<file path="src/rtl/memory_access.sv">
// rtl/memory_access.sv - memory stage splitting loads/stores into 16-bit data-memory bus transactions
module memory_access #(
  parameter int ADDR_WIDTH = 32
) (
  input  logic                  clk_i,
  input  logic                  rst_i,
  input  logic                  valid_i,
  input  logic                  mem_read_i,
  input  logic                  mem_write_i,
  input  logic [1:0]            size_i,
  input  logic                  sext_i,
  input  logic [ADDR_WIDTH-1:0] addr_i,
  input  logic [31:0]           wdata_i,
  input  logic [31:0]           calc_i,
  input  logic [15:0]           data_mem_rdata_i,
  output logic [ADDR_WIDTH-1:0] data_mem_addr_o,
  output logic [15:0]           data_mem_wdata_o,
  output logic [1:0]            data_mem_be_o,
  output logic                  data_mem_we_o,
  output logic                  data_mem_re_o,
  output logic                  stall_o,
  output logic [15:0]           data_read_o,
  output logic [31:0]           data_calc_o,
  output logic                  mem_to_reg_o,
  output logic                  err_o
);

  typedef enum logic {ST_IDLE, ST_HIGH} state_t;

  state_t                  state;
  state_t                  state_next;
  logic [ADDR_WIDTH-1:0]   hi_addr;
  logic [15:0]             hi_wdata;
  logic                    hi_write;
  logic                    one_op;
  logic                    illegal;
  logic                    accept;
  logic                    is_word;
  logic                    lane_addr0;
  logic [1:0]              lane_size;
  logic                    lane_sext;
  logic [7:0]              rbyte;

  // Exactly one of read/write makes a memory op; both at once is always illegal,
  // neither is a pass-through that only forwards calc_i.
  assign one_op  = mem_read_i ^ mem_write_i;
  assign illegal = valid_i & ((mem_read_i & mem_write_i) |
                   (one_op & ((size_i == 2'd3) | ((size_i != 2'd0) & addr_i[0]))));
  assign accept  = valid_i & one_op & ~illegal;
  assign is_word = accept & (size_i == 2'd2);

  // State register
  always_ff @(posedge clk_i) begin
    if (rst_i) state <= ST_IDLE;
    else       state <= state_next;
  end

  // Capture the second half of a word op; the +2 is folded in here so ST_HIGH drives it directly
  always_ff @(posedge clk_i) begin
    if (rst_i) begin
      hi_addr  <= '0;
      hi_wdata <= '0;
      hi_write <= 1'b0;
    end else if (state == ST_IDLE && is_word) begin
      hi_addr  <= addr_i + ADDR_WIDTH'(2);
      hi_wdata <= wdata_i[31:16];
      hi_write <= mem_write_i;
    end
  end

  // Next state and bus drive; reset gates the strobes so a pending high half is never issued
  always_comb begin
    state_next       = state;
    data_mem_addr_o  = '0;
    data_mem_wdata_o = '0;
    data_mem_be_o    = 2'b00;
    data_mem_we_o    = 1'b0;
    data_mem_re_o    = 1'b0;
    stall_o          = 1'b0;
    if (!rst_i) begin
      case (state)
        ST_IDLE: begin
          if (accept) begin
            data_mem_addr_o = {addr_i[ADDR_WIDTH-1:1], 1'b0};
            data_mem_re_o   = mem_read_i;
            data_mem_we_o   = mem_write_i;
            if (size_i == 2'd0) begin
              data_mem_be_o    = addr_i[0] ? 2'b10 : 2'b01;
              data_mem_wdata_o = {2{wdata_i[7:0]}};
            end else begin
              data_mem_be_o    = 2'b11;
              data_mem_wdata_o = wdata_i[15:0];
            end
            if (is_word) begin
              stall_o    = 1'b1;
              state_next = ST_HIGH;
            end
          end
        end
        ST_HIGH: begin
          data_mem_addr_o  = hi_addr;
          data_mem_be_o    = 2'b11;
          data_mem_wdata_o = hi_wdata;
          data_mem_we_o    = hi_write;
          data_mem_re_o    = ~hi_write;
          state_next       = ST_IDLE;
        end
      endcase
    end
  end

  // Write-back pipeline register: calc, load flag, lane info for the returning halfword, error pulse
  always_ff @(posedge clk_i) begin
    if (rst_i) begin
      data_calc_o  <= '0;
      mem_to_reg_o <= 1'b0;
      err_o        <= 1'b0;
      lane_addr0   <= 1'b0;
      lane_size    <= 2'd0;
      lane_sext    <= 1'b0;
    end else begin
      if (state == ST_IDLE) data_calc_o <= calc_i;
      mem_to_reg_o <= data_mem_re_o;
      err_o        <= (state == ST_IDLE) & illegal;
      lane_addr0   <= (state == ST_IDLE) & addr_i[0];
      lane_size    <= (state == ST_HIGH) ? 2'd2 : size_i;
      lane_sext    <= sext_i;
    end
  end

  // Returning halfword: bytes pick their lane and extend, halves/words pass straight through
  always_comb begin
    rbyte       = lane_addr0 ? data_mem_rdata_i[15:8] : data_mem_rdata_i[7:0];
    data_read_o = '0;
    if (mem_to_reg_o) begin
      if (lane_size == 2'd0) data_read_o = {{8{lane_sext & rbyte[7]}}, rbyte};
      else                   data_read_o = data_mem_rdata_i;
    end
  end

endmodule

</file>
<file path="config.mk">
export PLATFORM = sky130hd
export DESIGN_NAME = memory_access
export DESIGN_NICKNAME = d
export VERILOG_FILES = /design/src/rtl/memory_access.sv
export SDC_FILE = /design/constraint.sdc
export NUM_CORES = 1
export LEC_CHECK = 0
export ABC_AREA = 1
export ABC_CLOCK_PERIOD_IN_PS = 1190
export BUFFER_PORTS_ARGS = -buffer_cell sky130_fd_sc_hd__buf_2
export CAP_MARGIN = 20
export CORE_MARGIN = 2
export CORE_UTILIZATION = 44
export DETAILED_ROUTE_END_ITERATION = 8
export GPL_ROUTABILITY_DRIVEN = 0
export PLACE_DENSITY = 0.78
export REMOVE_ABC_BUFFERS = 1
export SYNTH_ARGS = -nofsm -noshare
export SYNTH_HDL_FRONTEND = slang
export SYNTH_SLANG_ARGS = --single-unit
</file>
<file path="constraint.sdc">
create_clock -name clk_i -period 1.19 [get_ports clk_i]
set_input_delay 0.119 -clock clk_i [delete_from_list [all_inputs] [get_ports clk_i]]
set_output_delay 0.119 -clock clk_i [all_outputs]
set_load 0.05 [all_outputs]
</file>
==> summary.md, run 1 <==
| Metric | Value |
|---|---|
| Outcome | `finished, violations left` |
| Failing checks | `setup timing` |
| Worst Tran Pin Value | `0.584 ns` |
| Die Y | `approximately 110 µm` |
| PortBufs | `222` |
| Synthesis-to-finish area growth | `87.1%` |
| Largest net degree at the start of global routing | `40` |
| CTS sink cnt | `88` |
| First-pass GRT wire length | `between 30 and 40 mm` |
| Starting Density | `45.1%` |
| Post-synth top cells | `nand2_1, nor2_1, nand3_1` |
| Area share of the largest cell type after synthesis | `34.4%` |
| First-pass detailed-route iteration total | `8` |
| Hold depth | `3` |
| Async S/R FF share, synth | `0%` |
| Dpl cell area | `between 6000 and 7000 µm²` |
| Max-Cap Viols | `0` |
| Clk buf depth | `2` |
| Crit Path Class | `flip-flop to primary output` |
| YS warnings | `0` |
| FMAX | `547 MHz` |
| Top cells by area, synth | `dfxtp_1, nand2_1, nand3_1, nor2_1, inv_1` |
| Top_reg_cell synth | `dfxtp_1` |
| Nets | `approximately 1300` |
| Core footprint | `11400 µm²` |
| Vias in the first global route | `7078` |
| Post-route ant nets | `0` |
| Clock transition at the registers of the reported paths | `0.07 ns` |
| Row count | `39` |
| Overall power | `between 8 and 9 mW` |
| Power per standard cell area | `about 870 nW/µm²` |
| Worst Setup SP | `state$_SDFF_PP0_` |
| Reg2Reg Depth | `11` |
| Starting DRT DRC Count | `about 710` |
| Fin crit share | `154%` |
| Post-Synthesis Cells | `just over 800` |
| Final slew viol count | `0` |
| Register bit total from synthesis | `88` |
| Reg2Reg Launch Point | `state$_SDFF_PP0_` |
| CP arrival | `approximately 1.7 ns` |
| Most common cell in the netlist | `nand2_1` |
| Via count | `about 7400` |
| Mean Syn Cell Area | `~6.3 µm²` |
| RSZ-0062 raised after global routing | `true` |
| Post-Syn Area | `5120 µm²` |
| Ratio of cells with drive above 1 in the final layout | `49.6%` |
| Crit path max fanout | `8` |
| Final setup fails | `approximately 120` |
| Flop-to-flop setup slack | `-0.54 ns` |
| Worst Setup Start Kind | `flip-flop` |
| Worst-skew pair later-pin latency | `0.36 ns` |
| Cell taking the most area after synthesis | `dfxtp_1` |
| Max rail drop VDD | `1220 µV` |
| Root buf cell | `clkbuf_16` |
| Final setup margin | `-0.637 ns` |
| DPL Wire Length | `roughly 13 mm` |
| Initial antenna violation count | `1` |
| Total GRT Usage | `34.8%` |
| Die area | `12500 µm²` |
| Clk_skew | `~0.0077 ns` |
| H-tree levels | `3` |
| Register area share after synthesis | `between 30% and 40%` |
| Rel. slew slack | `~60%` |
| Final worst path period need | `between 1.5 and 2 ns` |
| Routed WL per cell | `roughly 21 µm` |
| Die Wd | `112 µm` |
| CTS Buf Count | `9` |
| CP Capture Point | `data_mem_we_o` |
| Synth unique cells | `32` |
| Worst endpoint required time | `roughly 1.1 ns` |
| Top Ports | `223` |
| WL final | `~27 mm` |
| Vias/cell | `around 5.8` |
| Fin. Hold Viols | `0` |
| Final Cell Area | `roughly 9600 µm²` |
| Leakage | `approximately 4.4 nW` |
| Critical R2R Capture | `hi_wdata[2]$_SDFFE_PP0P_` |
| Drc violations | `0` |
| Post-synth EDFFs | `0` |
| Hold Path Class | `input pin to flip-flop` |
| CTS tree | `yes` |
| Crit path capture type | `primary output` |
| Gr ovfl total | `0` |
how the worst min path moves through the flow:
stage | from | to | slack, ns
global placement | calc_i[30] | data_calc_o[30]$_SDFFE_PP0N_ | 0.31
finish | wdata_i[24] | hi_wdata[8]$_SDFFE_PP0P_ | 0.003
floorplan | rst_i | hi_wdata[10]$_SDFFE_PP0P_ | 0.18
global route | wdata_i[19] | hi_wdata[3]$_SDFFE_PP0P_ | 0.01
CTS | wdata_i[30] | hi_wdata[14]$_SDFFE_PP0P_ | 0.0002
detailed placement | calc_i[29] | data_calc_o[29]$_SDFFE_PP0N_ | 0.31
critical path: stages, from the launching register on:
cell     delay (ns)
dfxtp_4        0.37
nor2_4         0.12
inv_2          0.07
nor2_4         0.17
buf_12         0.15
buf_12         0.15
nand2_2        0.07
nand2_2        0.09
buf_8          0.15
flip-flops by register name (all words and copies together), names as in the netlist:
signal	flops
hi_addr	32
hi_write	1
err_o	1
lane_sext	1
hi_wdata	16
lane_addr0	1
data_calc_o	32
lane_size	2
mem_to_reg_o	1
state	1
logic make-up (layout without fill, tap and decap cells):
kind of cell,count (synthesis),after routing,share of synthesized area (%)
compound gates,103,103,12.0
xor+xnor,8,8,1.37
fa+ha+maj,2,2,0.488
buf+inv,120,453,10.5
flops,88,88,34.4
mux,7,7,1.37
other cells,0,1,0
simple gates,479,479,39.9
metal layers:
layer	vias up	GRT usage (%)	wire length [µm]
met2	582	58.9	12900
met1	3400	40.0	9020
met4	0	19.9	2230
li1	3222	-	-
met3	233	8.55	2370
met5	-	0	0
layout make-up:
type                            instances  area [µm²]
Multi-Input combinational cell        599        3870
Clock inverter                          4        28.8
Antenna cell                            1        2.50
Fill cell                             602        1790
Sequential cell                        88        1770
Inverter                               81         309
Clock buffer                           12         256
Tap cell                              143         179
Timing Repair Buffer                  356        3170
report_power, final:
group	leakage, nW	internal, mW	switching (mW)	total (mW)
combinational	3.56	0.862	1.47	2.33
clock	0.135	1.53	1.30	2.84
sequential	0.722	3.06	0.0711	3.13
cell usage in the layout, fill, tap and decap left out, drive strengths merged, types with 18 or more instances in the layout:
cell	count
a21oi	40
buf	319
dfxtp	88
dlygate4sd3	34
inv	81
nand2	268
nand3	99
nor2	108
o21ai	44
o22ai	18
per-stage QoR:
step | hold WS (ns) | setup WS (ns) | TNS, ns | std cells | util, %
after floorplan | 0.181 | -2.28 | -191.25 | 768 | -
after global placement | 0.306 | -0.537 | -44.82 | 1201 | 59.3
after CTS | 0.000178 | -0.507 | -47.05 | 1280 | 77.8
final | 0.00342 | -0.637 | -61.22 | 1284 | 84.3
after global routing | 0.0111 | -0.795 | -66.09 | 1284 | 84.3
after detailed placement | 0.308 | -0.578 | -49.59 | 1201 | 59.3
what timing repair did:
| action | CTS | global route |
|---|---|---|
| endpoints found under the hold margin | 34 | 0 |
| hold buffers | 34 | 0 |
| cloned | 12 | 2 |
| pin swaps | 16 | 50 |
| endpoints found under the setup margin | 118 | 135 |
| gates resized for setup | 290 | 203 |
| setup buffers | 17 | 9 |
Note: power is estimated with default switching activity, not from simulation.
==> run 2: changes to the inputs <==
- ABC_CLOCK_PERIOD_IN_PS: 1190 -> 1640
- clock period: 1.19 -> 1.64 ns (I/O delays scaled with it)
==> run 2 against run 1 <==
Effect of this change:
- the run still ends with setup timing left
- cell count decreased by 5.4%
- clock skew about the same
- sequential cell count unchanged
- sequential share of layout area increased by 3.4 points
- critical endpoint is now data_mem_addr_o[5]
- highest routed layer unchanged
==> summary.md, run 2 (synthesis results as in run 1) <==
| Metric | Value |
|---|---|
| Final slew viol count | `0 (unchanged)` |
| Finished Layout Cells | `1215 (-5.4%)` |
| Hold EP | `data_calc_o[31]$_SDFFE_PP0N_` |
| Ratio of cells with drive above 1 in the final layout | `38.2% (-11 points)` |
| Synthesis-to-finish area growth | `57.9%` |
| Via count | `6339 (-15%)` |
| N_diodes | `0 (-1)` |
| Hold wc startpoint | `calc_i[31]` |
| Initial antenna violation count | `0 (-1)` |
| Drc violations | `0 (unchanged)` |
| Starting DRT DRC Count | `368 (-48%)` |
| Failing checks | `setup timing` |
| CP arrival | `1.64 ns (-0.07 ns)` |
| First-pass detailed-route iteration total | `5 (-3)` |
| Critical path buffers and inverters | `4 (unchanged)` |
| Power per standard cell area | `716 nW/µm² (-17%)` |
| DPL Wire Length | `12.3 mm (-2.6%)` |
| Worst stage delay on the critical path | `0.36 ns (about the same)` |
| Crit path max fanout | `8 (unchanged)` |
| Clk buf depth | `2 (unchanged)` |
| Post-route ant nets | `0 (unchanged)` |
| Row count | `39 (unchanged)` |
| Worst-skew pair later-pin latency | `0.35 ns (about the same)` |
| Leakage | `3.84 nW (-13%)` |
| CP Cell Sequence | `nor2_4 > inv_2 > nor2_4 > buf_4 > buf_12 > nand2_1 > nand2_1 > buf_6` |
| Hold Path Class | `input pin to flip-flop` |
| Outcome | `finished, violations left` |
| Max-Cap Viols | `0 (unchanged)` |
| Reg2Reg Launch Point | `state$_SDFF_PP0_` |
| Top Ports | `223 (unchanged)` |
| Clk_skew | `0.00717 ns (-0.000485 ns)` |
| H-tree levels | `3 (unchanged)` |
| RSZ-0062 raised after global routing | `true` |
| Vias in the first global route | `5898 (-17%)` |
| Total GRT Usage | `29.0% (-5.8 points)` |
| Biggest regs | `data_calc_o x32, hi_addr x32, hi_wdata x16` |
| Final setup margin | `-0.166 ns (+0.471 ns)` |
| Root buf cell | `clkbuf_16` |
| PortBufs | `222 (unchanged)` |
| Vias/cell | `5.22 (-9.9%)` |
| Flop-to-flop setup slack | `0.05 ns (+0.59 ns)` |
| Rel. slew slack | `69.8% (+8.8 points)` |
| Worst Tran Pin Value | `0.452 ns (-0.131 ns)` |
| Gr ovfl total | `0 (unchanged)` |
| Final setup fails | `62 (-49%)` |
| Hold slack | `0.00773 ns (+0.00431 ns)` |
| Nets | `1189 (-5.4%)` |
| Critical R2R Capture | `hi_addr[29]$_SDFFE_PP0P_` |
| Fin. Hold Viols | `0 (unchanged)` |
| First-pass GRT wire length | `29.2 mm (-16%)` |
| Final worst path period need | `about 1.8 ns` |
| Fill cell count | `899 (+49%)` |
| Commonest non-fill, non-tap cell in the layout | `nand2_1` |
| Worst Setup Start Kind | `flip-flop` |
| Routed WL per cell | `16.0 µm (-23%)` |
| CTS Buf Count | `9 (unchanged)` |
| Die Y | `112 µm (unchanged)` |
| WL final | `19.4 mm (-27%)` |
| Most frequent cells in the layout | `nand2_1, buf_2, nand3_1` |
| Placed Cells | `1168 (-2.7%)` |
| Reg2Reg Depth | `10 (-1)` |
| Die Wd | `112 µm (unchanged)` |
| CTS tree | `yes` |
| Clock transition at the registers of the reported paths | `0.06 ns (about the same)` |
| Max rail drop VDD | `656 µV (-46%)` |
| Crit path max-delay cell type | `dfxtp_4` |
| Largest net degree at the start of global routing | `36 (-10%)` |
| CTS sink cnt | `88 (unchanged)` |
| Die area | `12500 µm² (unchanged)` |
| Starting Density | `45.1% (unchanged)` |
| Fin crit share | `110%` |
| FMAX | `554 MHz` |
| Cell family with most CP delay | `buffers and inverters` |
| Worst endpoint required time | `1.48 ns (+0.41 ns)` |
| Hold depth | `3 (unchanged)` |
| Core footprint | `11400 µm² (unchanged)` |
| Crit Path Class | `flip-flop to primary output` |
| Crit path capture type | `primary output` |
## run 2: changes by cell type in the layout (fill, tap and decap cells not counted), sizes merged
cell         previous run  this run
buf                   319       277
dlygate4sd3            34         8
clkinv                  2         1
clkbuf                 15        14
bufinv                  0         1
diode                   1         0
inv                    81        82
## run 2: final cells by class
| class | instances | area [µm²] | share of cell area [%] |
|---|---|---|---|
| clock buffers | 11 | 253 | 3.13 |
| repair buffers | 288 | 2310 | 28.6 |
| multi-input cells | 599 | 3200 | 39.6 |
| flip-flops and latches | 88 | 1770 | 21.9 |
| inverters | 81 | 309 | 3.82 |
| well taps | 143 | 179 | 2.21 |
| clock inverters | 5 | 62.6 | 0.774 |
## run 2: through the flow
step | power (mW) | cell area [µm²] | setup WS [ns] | utilization, % | setup TNS (ns)
after floorplan | 2.96 | 4890 | -1.87 | - | -124.16
after global placement | 3.40 | 6490 | -0.197 | 57.1 | -9.22
after detailed placement | 3.41 | 6490 | -0.254 | 57.1 | -11.28
after CTS | 5.70 | 7760 | -0.142 | 68.2 | -4.92
after global routing | 5.99 | 8090 | -0.225 | 71.1 | -10.96
final | 5.79 | 8090 | -0.166 | 71.1 | -6.64
## run 2: what timing repair did
| action | in CTS | in global routing |
|---|---|---|
| endpoints found under the setup margin | 68 | 101 |
| gates cloned | 4 | 3 |
| buffers inserted | 12 | 5 |
| resized for setup | 196 | 63 |
| pin swaps | 6 | 8 |
| endpoints found under the hold margin | 8 | 0 |
| hold buffers | 8 | 0 |
## run 2: power by group
group | leakage, nW | switching [mW] | total [mW] | internal (mW)
registers | 0.722 | 0.0377 | 2.26 | 2.22
clock network | 0.148 | 0.909 | 2.18 | 1.27
logic | 2.97 | 0.882 | 1.35 | 0.470
## run 2: worst min-delay path, cell delays in order
cell and delay (ns):
buf_2 0.07, nand2_1 0.04, nand2_1 0.04
## run 2: worst max-delay path by stage
stage                     start                  end  slack (ns)  cells after the start
2_1_floorplan  state$_SDFF_PP0_        data_mem_re_o       -1.87                      2
3_3_place_gp         mem_read_i        data_mem_re_o       -0.20                     10
3_5_place_dp        mem_write_i        data_mem_re_o       -0.25                     10
4_1_cts        state$_SDFF_PP0_  data_mem_addr_o[28]       -0.14                      7
5_1_grt        state$_SDFF_PP0_   data_mem_addr_o[5]       -0.23                      8
6_report       state$_SDFF_PP0_   data_mem_addr_o[5]       -0.17                      8
## run 2: metal layers
layer	wire, µm	share of wire, %	up-vias	GRT usage, %
met2	9710	50	301	50.2
li1	-	-	3088	-
met5	0	0	-	0
met4	595	3.1	0	11.8
met1	7750	40	2900	35.9
met3	1330	6.8	50	4.57
==> run 3: changes to the inputs <==
- ABC_AREA: 1 -> not set
- CORE_UTILIZATION: 44 -> 42
- PLACE_DENSITY: 0.78 -> 0.77
==> run 3 against run 2 <==
Effect of this change:
- largest power group unchanged
- register-to-register slack worse by 0.29 ns
- critical endpoint unchanged
- synthesized cell count shrank 31%
- clock power down 35%
- utilization up 5.0 points
- die area shrank 5.3%
- critical path depth is 2 lower
- cell count decreased by 18%
- routed wire length grew 4.0%
- the run still ends with setup timing left
- non-clock buffer count up 46
- hold slack gained 0.015 ns
==> summary.md, run 3 <==
| Metric | Value |
|---|---|
| Leakage | `3.49 nW (-9.0%)` |
| Net switching power figure | `1.64 mW (-10%)` |
| YS warnings | `0 (unchanged)` |
| Cell taking the most area after synthesis | `dfxtp_1` |
| Hold EP | `data_calc_o[4]$_SDFFE_PP0N_` |
| Max rail drop VDD | `502 µV (-23%)` |
| Fin crit share | `122% (+11 points)` |
| Top cells by area, synth | `dfxtp_1, a22o_1, mux2i_1, nor2_1, nand2_1` |
| Simple-gate share of the synthesized area | `23.2% (-17 points)` |
| Most common cell in the netlist | `dfxtp_1` |
| Placed Cells | `944 (-19%)` |
| CTS Buf Count | `9 (unchanged)` |
| Area share of the largest cell type after synthesis | `38.1% (+3.7 points)` |
| Vias in the first global route | `5758 (-2.4%)` |
| Main combinational cell family by area after synthesis | `simple AND/OR/NAND/NOR gates` |
| Crit Path Class | `flip-flop to primary output` |
| DPL Wire Length | `11.3 mm (-7.6%)` |
| Met2 Use GR | `53.1% (+2.9 points)` |
| Synth Area in Compound Gates | `22.3% (+10 points)` |
| Biggest regs | `data_calc_o x32, hi_addr x32, hi_wdata x16` |
| Die area | `11900 µm² (-5.3%)` |
| Post-synth EDFFs | `0 (unchanged)` |
| Vias/cell | `5.91 (+13%)` |
| Nets | `974 (-18%)` |
| Part of the power in the clock network | `28.6% (-9.1 points)` |
| CP arrival | `1.83 ns (+0.19 ns)` |
| Xor/xnor share of the synthesized area | `2.27% (+0.91 points)` |
| Post-Syn Area | `4620 µm² (-9.8%)` |
| Comb power frac | `25.5% (+2.1 points)` |
| WL final | `20.2 mm (+4.0%)` |
| Final setup margin | `-0.353 ns (-0.187 ns)` |
| Routed WL per cell | `20.2 µm (+27%)` |
| Largest net degree at the start of global routing | `55 (+53%)` |
| Final worst path period need | `1.99 ns (+0.187 ns)` |
| Mean Syn Cell Area | `8.36 µm² (+32%)` |
| Crit path capture type | `primary output` |
| Async S/R FF share, synth | `0% (unchanged)` |
| Hold wc startpoint | `calc_i[4]` |
| Critical R2R Capture | `hi_addr[12]$_SDFFE_PP0P_` |
| Power per standard cell area | `597 nW/µm² (-17%)` |
| Met3 usage | `5.98% (+1.4 points)` |
| Crit path max fanout | `10 (+2)` |
| Register bit total from synthesis | `88 (unchanged)` |
| Fin. Hold Viols | `0 (unchanged)` |
| Die Wd | `109 µm (-2.7%)` |
| Internal | `3.27 mW (-17%)` |
| Top_reg_cell synth | `dfxtp_1` |
| Post-route ant nets | `0 (unchanged)` |
| Hold Path Class | `input pin to flip-flop` |
| Worst stage delay on the critical path | `0.34 ns (-0.02 ns)` |
| Ratio of cells with drive above 1 in the final layout | `54.5% (+16 points)` |
| Worst Tran Pin Value | `0.705 ns (+0.252 ns)` |
| Worst Setup Start Kind | `flip-flop` |
| Commonest non-fill, non-tap cell in the layout | `buf_2` |
| Final setup fails | `113 (+82%)` |
| Clk_skew | `0.0116 ns (+0.00440 ns)` |
| Crit path max-delay cell type | `dfxtp_2` |
| First-pass GRT wire length | `28.2 mm (-3.3%)` |
| FMAX | `502 MHz (-9.4%)` |
| CTS tree | `yes` |
| Starting Density | `42.8% (-2.2 points)` |
| Post-synthesis mux area share | `9.34% (+8.0 points)` |
| Row count | `38 (-2.6%)` |
| Post-Synthesis Cells | `553 (-31%)` |
| Switching Fraction | `33.4% (+1.8 points)` |
| Sequential Power Share | `45.9% (+6.9 points)` |
| CTS sink cnt | `88 (unchanged)` |
| Total GRT Usage | `30.6% (+1.6 points)` |
| Starting DRT DRC Count | `389 (+5.7%)` |
| CP Cell Sequence | `buf_6 > nor4_4 > buf_6 > buf_16 > a22o_1 > buf_6` |
| Synthesis-to-finish area growth | `77.8%` |
| Failing checks | `setup timing` |
| Top Ports | `223 (unchanged)` |
| Root buf cell | `clkbuf_8` |
| Worst-skew pair later-pin latency | `0.37 ns (+0.02 ns)` |
| Finished Layout Cells | `997 (-18%)` |
| First-pass detailed-route iteration total | `5 (unchanged)` |
| Register area share after synthesis | `38.1% (+3.7 points)` |
| Post-synthesis adder-cell area fraction | `0.541% (+0.053 points)` |
| Top cell by count, worst path | `buf_6` |
| Post-synth top cells | `dfxtp_1, nor2_1, nand2_1` |
| Clk buf depth | `2 (unchanged)` |
| Rel. slew slack | `53.0% (-17 points)` |
| Via count | `5889 (-7.1%)` |
| Die Y | `109 µm (-2.7%)` |
| Final slew viol count | `0 (unchanged)` |
| Met1 Track Usage GR | `34.5% (-1.4 points)` |
| Flop-to-flop setup slack | `-0.24 ns (-0.29 ns)` |
| PortBufs | `222 (unchanged)` |
| Outcome | `finished, violations left` |
| H-tree levels | `3 (unchanged)` |
| Fill cell count | `705 (-22%)` |
| Reg2Reg Launch Point | `state$_SDFF_PP0_` |
| Reg2Reg Depth | `9 (-1)` |
| N_diodes | `0 (unchanged)` |
| Initial antenna violation count | `0 (unchanged)` |
| Synth unique cells | `48 (+50%)` |
| Core footprint | `10800 µm² (-5.1%)` |
| Clock transition at the registers of the reported paths | `0.10 ns (+0.04 ns)` |
| RSZ-0062 raised after global routing | `true` |
| Worst endpoint required time | `1.48 ns (about the same)` |
| Most frequent cells in the layout | `buf_2, buf_6, dfxtp_1` |
| Hold slack | `0.0231 ns (+0.0154 ns)` |
| Hold depth | `3 (unchanged)` |
| Drc violations | `0 (unchanged)` |
| Gr ovfl total | `0 (unchanged)` |
| Max-Cap Viols | `0 (unchanged)` |
| Busiest layer in global routing | `met2` |
run 3: per-stage QoR:
step	power, mW	worst slack (ns)	util, %	setup TNS (ns)	area [µm²]
global placement	3.25	-0.411	59.1	-22.95	6380
finish	4.91	-0.353	76.1	-22.89	8220
CTS	4.81	-0.275	72.9	-19.29	7870
global route	5.09	-0.430	76.1	-30.07	8220
detailed placement	3.27	-0.455	59.1	-28.09	6380
floorplan	2.80	-3.95	-	-328.94	4440
run 3: kinds of logic after synthesis:
kind of cell / after synthesis
muxes: 42
DFF: 88
adders and majority gates: 2
buffers and inverters: 50
AOI/OAI and AO/OA: 136
xor gates and xnor gates: 12
and+or+nand+nor: 223
run 3: what timing repair did:
item,in CTS,in global routing
cloned,12,2
pin swaps,68,49
hold buffers,0,0
setup endpoints to repair,117,117
buffers inserted,27,4
gates resized for setup,234,93
run 3: cell type report:
type                            count  area (µm²)  share of cell area (%)
Multi-Input combinational cell    415        3240                    39.4
Timing Repair Buffer              334        2850                    34.6
Sequential cell                    88        1770                    21.5
Tap cell                          140         175                    2.13
Clock buffer                        9         124                    1.51
Clock inverter                      7        52.6                   0.640
Inverter                            4        15.0                   0.183
run 3: routing by layer:
layer  wire length, µm  part of all wire (%)
met1              7230                    36
met2             10200                    50
met3              1660                   8.2
met4              1100                   5.5
met5                 0                     0
run 3: how the worst max path moves through the flow:
stage | slack, ns | to | cells past startpoint | startpoint
2_1_floorplan | -3.95 | data_mem_addr_o[10] | 2 | state$_SDFF_PP0_
3_3_place_gp | -0.41 | data_mem_addr_o[5] | 7 | mem_write_i
3_5_place_dp | -0.46 | data_mem_addr_o[5] | 7 | mem_write_i
4_1_cts | -0.28 | data_mem_addr_o[5] | 7 | state$_SDFF_PP0_
5_1_grt | -0.43 | data_mem_addr_o[2] | 6 | state$_SDFF_PP0_
6_report | -0.35 | data_mem_addr_o[5] | 6 | state$_SDFF_PP0_
run 3: power groups by stage:
| stage | clock network (mW) | logic, mW | registers (mW) |
|---|---|---|---|
| final | 1.41 | 1.25 | 2.25 |
| after global routing | 1.52 | 1.32 | 2.26 |
| after CTS | 1.42 | 1.14 | 2.25 |
| after detailed placement | 0 | 0.982 | 2.29 |
| after global placement | 0 | 0.958 | 2.29 |
| after floorplan | 0 | 0.349 | 2.45 |
run 3: critical path, delay by kind of cell (launching register included):
kind,cells,cell delay (ns)
AOI/OAI and AO/OA,1,0.18
buffers and inverters,4,0.61
DFF,1,0.34
and+or+nand+nor,1,0.34
